## src/rtl/bm_pkg.sv

```systemverilog
// rtl/bm_pkg.sv - shared AHB bus-matrix encodings and the input-stage state enumeration.
package bm_pkg;

  typedef enum logic [1:0] {
    HTRANS_IDLE   = 2'b00,
    HTRANS_BUSY   = 2'b01,
    HTRANS_NONSEQ = 2'b10,
    HTRANS_SEQ    = 2'b11
  } htrans_e;

  typedef enum logic {
    HRESP_OKAY  = 1'b0,
    HRESP_ERROR = 1'b1
  } hresp_e;

  typedef enum logic [1:0] {
    IDLE = 2'd0,
    PEND = 2'd1,
    DATA = 2'd2
  } in_state_e;

  typedef struct packed {
    logic [1:0] trans;
    logic       write;
    logic [2:0] size;
    logic [2:0] burst;
    logic [3:0] prot;
    logic       lock;
  } ctrl_t;

  function automatic logic is_active_trans(input logic [1:0] trans);
    return (trans == HTRANS_NONSEQ) || (trans == HTRANS_SEQ);
  endfunction

endpackage

```

## src/rtl/bm_input_hold_reg.sv

```systemverilog
// rtl/bm_input_hold_reg.sv - address-phase hold register and live/held output mux.
module bm_input_hold_reg
  import bm_pkg::*;
#(
  parameter int ADDR_WIDTH = 32
) (
  input  logic                  clk,
  input  logic                  rst,
  input  logic                  load,
  input  logic                  hold,
  input  logic [ADDR_WIDTH-1:0] addr,
  input  ctrl_t                 ctrl,
  output logic [ADDR_WIDTH-1:0] addr_dec,
  output ctrl_t                 ctrl_dec
);

  logic [ADDR_WIDTH-1:0] addr_q;
  ctrl_t                 ctrl_q;

  always_ff @(posedge clk or posedge rst) begin
    if (rst) begin
      addr_q <= '0;
      ctrl_q <= '0;
    end else if (load) begin
      addr_q <= addr;
      ctrl_q <= ctrl;
    end
  end

  assign addr_dec = hold ? addr_q : addr;
  assign ctrl_dec = hold ? ctrl_q : ctrl;

endmodule

```

## src/rtl/bm_input_stage.sv

```systemverilog
// rtl/bm_input_stage.sv - per-master input stage of the 5x7 AHB bus matrix.
// Optional PEND stall counter enabled by defining BM_INPUT_STAGE_WAIT_CNT_EN.
module bm_input_stage
  import bm_pkg::*;
#(
  parameter int ADDR_WIDTH     = 32,
  parameter int WAIT_CNT_WIDTH = 8
) (
  input  logic                      HCLK,
  input  logic                      HRESET,
  input  logic                      HSELS,
  input  logic [ADDR_WIDTH-1:0]     HADDRS,
  input  logic [1:0]                HTRANSS,
  input  logic                      HWRITES,
  input  logic [2:0]                HSIZES,
  input  logic [2:0]                HBURSTS,
  input  logic [3:0]                HPROTS,
  input  logic                      HMASTLOCKS,
  input  logic                      HREADYS,
  output logic                      HREADYOUTS,
  output logic                      HRESPS,
  output logic                      sel_dec,
  output logic [ADDR_WIDTH-1:0]     addr_dec,
  output logic [1:0]                trans_dec,
  output logic                      write_dec,
  output logic [2:0]                size_dec,
  output logic [2:0]                burst_dec,
  output logic [3:0]                prot_dec,
  output logic                      lock_dec,
  input  logic                      active_dec,
  input  logic                      readyout_dec,
  input  logic                      resp_dec,
  output logic [WAIT_CNT_WIDTH-1:0] wait_cnt
);

  in_state_e state, state_n;
  logic      trans_valid, grant, err_first, reg_hold, load;
  logic      data_phase, data_n, hold_n;
  ctrl_t     live_ctrl, dec_ctrl;

  assign trans_valid = HSELS & HREADYS & is_active_trans(HTRANSS);
  assign grant       = active_dec & readyout_dec;
  assign err_first   = resp_dec & ~readyout_dec;
  assign reg_hold    = (state == PEND);
  // A held transfer is never overwritten; the master is stalled until it is granted.
  assign load        = trans_valid & ~reg_hold;

  assign live_ctrl = '{trans: HTRANSS, write: HWRITES, size: HSIZES,
                       burst: HBURSTS, prot: HPROTS, lock: HMASTLOCKS};

  bm_input_hold_reg #(.ADDR_WIDTH(ADDR_WIDTH)) u_hold (
    .clk      (HCLK),
    .rst      (HRESET),
    .load     (load),
    .hold     (reg_hold),
    .addr     (HADDRS),
    .ctrl     (live_ctrl),
    .addr_dec (addr_dec),
    .ctrl_dec (dec_ctrl)
  );

  assign trans_dec = dec_ctrl.trans;
  assign write_dec = dec_ctrl.write;
  assign size_dec  = dec_ctrl.size;
  assign burst_dec = dec_ctrl.burst;
  assign prot_dec  = dec_ctrl.prot;
  assign lock_dec  = dec_ctrl.lock;
  assign sel_dec   = reg_hold | (HSELS & HTRANSS[1]);

  always_ff @(posedge HCLK or posedge HRESET) begin
    if (HRESET) begin
      state      <= IDLE;
      data_phase <= 1'b0;
    end else begin
      state      <= state_n;
      data_phase <= data_n;
    end
  end

  always_comb begin
    hold_n     = reg_hold;
    data_n     = data_phase;
    HREADYOUTS = 1'b1;
    HRESPS     = HRESP_OKAY;

    // First ERROR cycle drops any pending hold so the master can abandon it.
    if (err_first)     hold_n = 1'b0;
    else if (reg_hold) hold_n = ~grant;
    else               hold_n = trans_valid & ~grant;

    if ((reg_hold | trans_valid) & grant) data_n = 1'b1;
    else if (readyout_dec)                data_n = 1'b0;

    if (hold_n)      state_n = PEND;
    else if (data_n) state_n = DATA;
    else             state_n = IDLE;

    case (state)
      PEND: HREADYOUTS = 1'b0;
      DATA: begin
        HREADYOUTS = readyout_dec;
        HRESPS     = resp_dec;
      end
      default: ;
    endcase
  end

`ifdef BM_INPUT_STAGE_WAIT_CNT_EN
  logic [WAIT_CNT_WIDTH-1:0] wait_q;

  always_ff @(posedge HCLK or posedge HRESET) begin
    if (HRESET)                  wait_q <= '0;
    else if (state_n != PEND)    wait_q <= '0;
    else if (wait_q != '1)       wait_q <= wait_q + 1'b1;
  end

  assign wait_cnt = wait_q;
`else
  assign wait_cnt = '0;
`endif

endmodule

```

## config.mk

```make
export PLATFORM = sky130hd
export DESIGN_NAME = bm_input_stage
export DESIGN_NICKNAME = d
export VERILOG_FILES = /design/src/rtl/bm_pkg.sv /design/src/rtl/bm_input_hold_reg.sv /design/src/rtl/bm_input_stage.sv
export SDC_FILE = /design/constraint.sdc
export NUM_CORES = 1
export LEC_CHECK = 0
export CORE_MARGIN = 1.5
export CORE_UTILIZATION = 40
export CTS_BUF_LIST = sky130_fd_sc_hd__clkbuf_16
export DETAILED_ROUTE_END_ITERATION = 10
export PLACE_DENSITY_LB_ADDON = 0.08
export SETUP_SLACK_MARGIN = 0.02
export SLEW_MARGIN = 20
export SYNTH_ARGS = -nofsm -noshare
export SYNTH_HDL_FRONTEND = slang
export SYNTH_HIERARCHICAL = 1
export SYNTH_SLANG_ARGS = --single-unit
export TNS_END_PERCENT = 50
```

## constraint.sdc

```tcl
create_clock -name HCLK -period 1.5 [get_ports HCLK]
set_input_delay 0.15 -clock HCLK [delete_from_list [all_inputs] [get_ports HCLK]]
set_output_delay 0.15 -clock HCLK [all_outputs]
set_load 0.02 [all_outputs]
```

Yosys cells after proc, flatten, opt, wreduce, memory -nomap -nowiden
Index checks and enable logic that the tools add are counted. W data, S select, Z words.

Bits in registers: 49. Input port bits: 53. Output and inout port bits: 57. Logic and storage cells: 37.

Equality and inequality tests: 4. Mux-type cells: 10. Bitwise logic cells: 13. Reductions and logical operators: 1.

Operators by type and width (number): $mux W32 (1); $mux W14 (1); $and A1 B1 Y1 (8); $eq A2 B2 Y1 const B (3); $mux W1 (5); $mux W2 (2); $not A1 Y1 (3); $eq A2 B1 Y1 const B (1); $or A1 B1 Y1 (2); $pmux W1 S2 (1); $logic_or A1 B1 Y1 (1).

Logic depth before layout (Yosys ltp)
Word-level depth: 8. Depth in mapped cells: 6. Gate-level depth less buffers: 4.

Hierarchy
Netlist, hierarchy kept.

By module, submodules not included: bm_input_hold_reg (times used 1, cells each 149, area each 2673.8 µm², seq. area each 1151.1 µm²); bm_input_stage (times used 1, cells each 31, area each 249.0 µm², seq. area each 75.1 µm²).

Worst setup path after synthesis
Ideal clock, no wire load.

Kind: register to register. Start: register state[0]. End: register u_hold.addr_q[10]. Library setup time: 0.125 ns. Arrival: 1.282 ns. Data required time: 1.375 ns. Slack: 0.093 ns. Cell stages (with the launch flop): 7. Path buffers: 2. Clock period less this slack: 1.407 ns. Cells stage by stage: dfrtp_1 nand2b_4 inv_1 nor2_1 buf_6 buf_12 mux2_4.

Cells in the longest elaborated chain, start to end: 3.

RTL lines: from (decl) (line bm_input_stage.sv:36) `in_state_e state, state_n;`; from (signal assigned) (line bm_input_stage.sv:75) `state <= state_n;`; $eq A2 B1 Y1 (line bm_input_stage.sv:44) `assign reg_hold = (state == PEND);`; net reg_hold (line bm_input_stage.sv:37) `logic trans_valid, grant, err_first, reg_hold, load;`; $not A1 Y1 (line bm_input_stage.sv:46) `assign load = trans_valid & ~reg_hold;`; $and A1 B1 Y1 (line bm_input_stage.sv:46); net load (line bm_input_stage.sv:37); to (signal assigned) (line bm_input_hold_reg.sv:25) `addr_q <= addr;`; to (decl) (line bm_input_hold_reg.sv:17) `logic [ADDR_WIDTH-1:0] addr_q;`.

The timed path passes the listed nets, and every way through them passes these cells. A chain may end at the register's enable or synchronous reset.

Worst setup path after layout
Start: register state[1]. End: output addr_dec[16].

Cells in the longest elaborated chain, start to end: 2.

RTL lines: $eq A2 B1 Y1 (line bm_input_stage.sv:44); net reg_hold (line bm_input_stage.sv:37); $mux W32 (line bm_input_hold_reg.sv:30) `assign addr_dec = hold ? addr_q : addr;`; to (decl) (line bm_input_stage.sv:23) `output logic [ADDR_WIDTH-1:0] addr_dec,`.

The timed path passes the listed nets, and every way through them passes these cells.

==> reports/metrics.cfg <==
[timing]
fin_tns_setup_ns = -20.03
rsz0062_at_grt = yes
post-route-period-util_pct = 119
hold_viol = 0
hold_ws_ns = 0.0973
clock_skew_ns = 0.00519
setup_violations = 93
setup_ws_ns = -0.287
fmax_mhz = 560
slew_viol_final = 0
finalCriticalPeriod_ns = 1.79

[routing]
wl_um = 6490
vias = 1867
avgViaCountPerCell = 4.54
drc_errors = 0
drtAntennaViolNets = 0
drtIter0Drc = 32
wl_per_cell_um = 15.8
dr.pass1.iters = 4

[run_status]
status = finished, violations left
violations = setup timing

[setup_path]
startpoint_type = register
crit_cells = 6
slowest_delay_ns = 0.38
r2r_end = u_hold/addr_q[25]
r2r_setup_slack_ns = -0.25
required_ns = 1.35
cp.arrival_ns = 1.64
worstSetupStartpoint = state[1]
crit_slowest_cell = dfrtp_1
crit_family = buffers and inverters
reg2reg_depth = 8
crit_fanout = 7
worstSetupEndpointType = output pin
worstReg2RegStart = state[0]
crit_type = reg2out
critPathBufInv = 4
crit_chain = nand2b_4 > inv_12 > buf_12 > buf_16 > mux2_4 > buf_6

[yosys]
synth_commonest_cells = mux2_4 (80), dfrtp_1 (49), mux2_2 (12)
ys.flop_type = dfrtp_1
synthTopCellsByArea = dfrtp_1 (42%), mux2_4 (41%), buf_12 (5.5%), mux2_2 (4.6%), buf_4 (2.1%)
synth_top_area_share_pct = 42.0
ys_ff_latch = 49
ys_types = 19
synth_edf_count = 0
ys_async_sr_fraction_pct = 100
synth_top_area_cell = dfrtp_1
syn_inst = 180
synth_most_common_cell = mux2_4
yosysSeqAreaShare_pct = 42.0
yosysWarningCount = 6
syn_area_um2 = 2920
syn_area_per_cell_um2 = 16.2

[final_layout]
multi_input_area_um2 = 1540
diodes = 0
post-route-util_pct = 67.6
num-fill-cells = 494
regArea_um2 = 1230
drive_gt1_share_pct = 61.9
nets = 367
syn_to_final_growth_pct = 60.5

[hold_path]
min_path_type = in2async

[clocking]
cts-htree-levels = 2
clkLatencyLatePin_ns = 0.28
clkSinkCount = 49
clkTransAtPathRegs_ns = 0.06
cts_buffer_depth = 2
cts-root-buf = clkbuf_16
tritoncts = yes
cts_inserted_buffers = 5
cts_hold_buf = 0

[power_and_ir_drop]
leakage_nw = 2.17
max-vdd-ir-drop_uv = 466
p_per_area_nw_per_um2 = 985

[place]
place.gp.congestion = 0.771
dp_hpwl_um = 3760
port-buffer-count = 101

[floorplanning]
initial_utilization_pct = 42.1
top_level_ports = 110
die_x_um = 88.5
fp.coreArea_um2 = 6940
rows = 30
dieArea_um2 = 7830
chipHeight_um = 88.5

[grt]
grt_overflow = 0
grt_pass1_wl_um = 10100
antenna_found_initial = 0
grt_max_degree = 47
grt_util_all_layers_pct = 17.1
grt_pass1_vias = 1921

[flow_run]
drv_cap = 0

worst max path at each step:
stage	endpoint	slack, ns
3_5_place_dp	prot_dec[0]	-0.38
4_1_cts	addr_dec[14]	-0.29
2_1_floorplan	u_hold/addr_q[10]	0.09
6_report	addr_dec[16]	-0.29
5_1_grt	addr_dec[3]	-0.33
3_3_place_gp	lock_dec	-0.34
final cells by class:
| cell class | count | share of cell area (%) |
|---|---|---|
| Clock buffer | 5 | 2.67 |
| Clock inverter | 3 | 0.400 |
| Timing Repair Buffer | 138 | 34.7 |
| Multi-Input combinational cell | 116 | 32.9 |
| Sequential cell | 49 | 26.1 |
| Tap cell | 96 | 2.56 |
| Inverter | 4 | 0.587 |
routing by layer:
layer	part of all wire (%)	GRT usage, %
met1	47	24.4
met2	48	26.9
met3	4.7	4.01
met4	0.57	3.41
met5	0	0
flip-flops by register name, indices dropped and copies added, names as in the netlist:
name           flops
u_hold/addr_q     32
u_hold/ctrl_q     14
state              2
data_phase         1
metrics by stage:
stage | cell area [um2] | worst slack [ns] | total power, mW | instances
2_1_floorplan | 2950 | 0.0933 | 2.79 | 187
3_3_place_gp | 4060 | -0.344 | 3.28 | 384
3_5_place_dp | 4060 | -0.377 | 3.29 | 384
4_1_cts | 4660 | -0.286 | 4.66 | 411
5_1_grt | 4690 | -0.334 | 4.86 | 411
6_report | 4690 | -0.287 | 4.62 | 411
worst register-to-register path: stages (launching register included):
cell	delay [ns]
dfrtp_1	0.41
nand2b_4	0.13
inv_12	0.07
buf_16	0.15
buf_6	0.12
nor2_4	0.16
buf_12	0.16
clkbuf_16	0.15
mux2_4	0.29
power by group:
| part | total [mW] | switching (mW) | internal (mW) |
|---|---|---|---|
| Clock | 1.08 | 0.473 | 0.612 |
| Sequential | 1.79 | 0.172 | 1.61 |
| Combinational | 1.75 | 0.605 | 1.15 |
| Total | 4.62 | 1.25 | 3.37 |
timing repair:
item | CTS | global route
pin swaps | 2 | 2
setup buffers | 11 | 1
endpoints found under the setup margin | 95 | 94
gates cloned | 8 | 2
resized for setup | 316 | 12
cells by family after synthesis:
family	after synthesis	share of synthesized area [%]
AOI/OAI and AO/OA	4	0.941
and+or+nand+nor	12	2.44
DFF	49	42.0
other	1	0.128
muxes	92	45.7
buffers and inverters	22	8.82
layout by cell type (no fill, tap or decap), types with 2 or more instances in the layout:
master,n
mux2_4,92
buf_6,53
clkdlybuf4s50_1,52
dfrtp_1,49
buf_4,15
buf_12,9
conb_1,8
clkbuf_16,7
buf_16,6
inv_1,3
nor2_4,2
nand2_1,2
clkinvlp_4,2
Note: power is estimated with default switching activity, not from simulation.
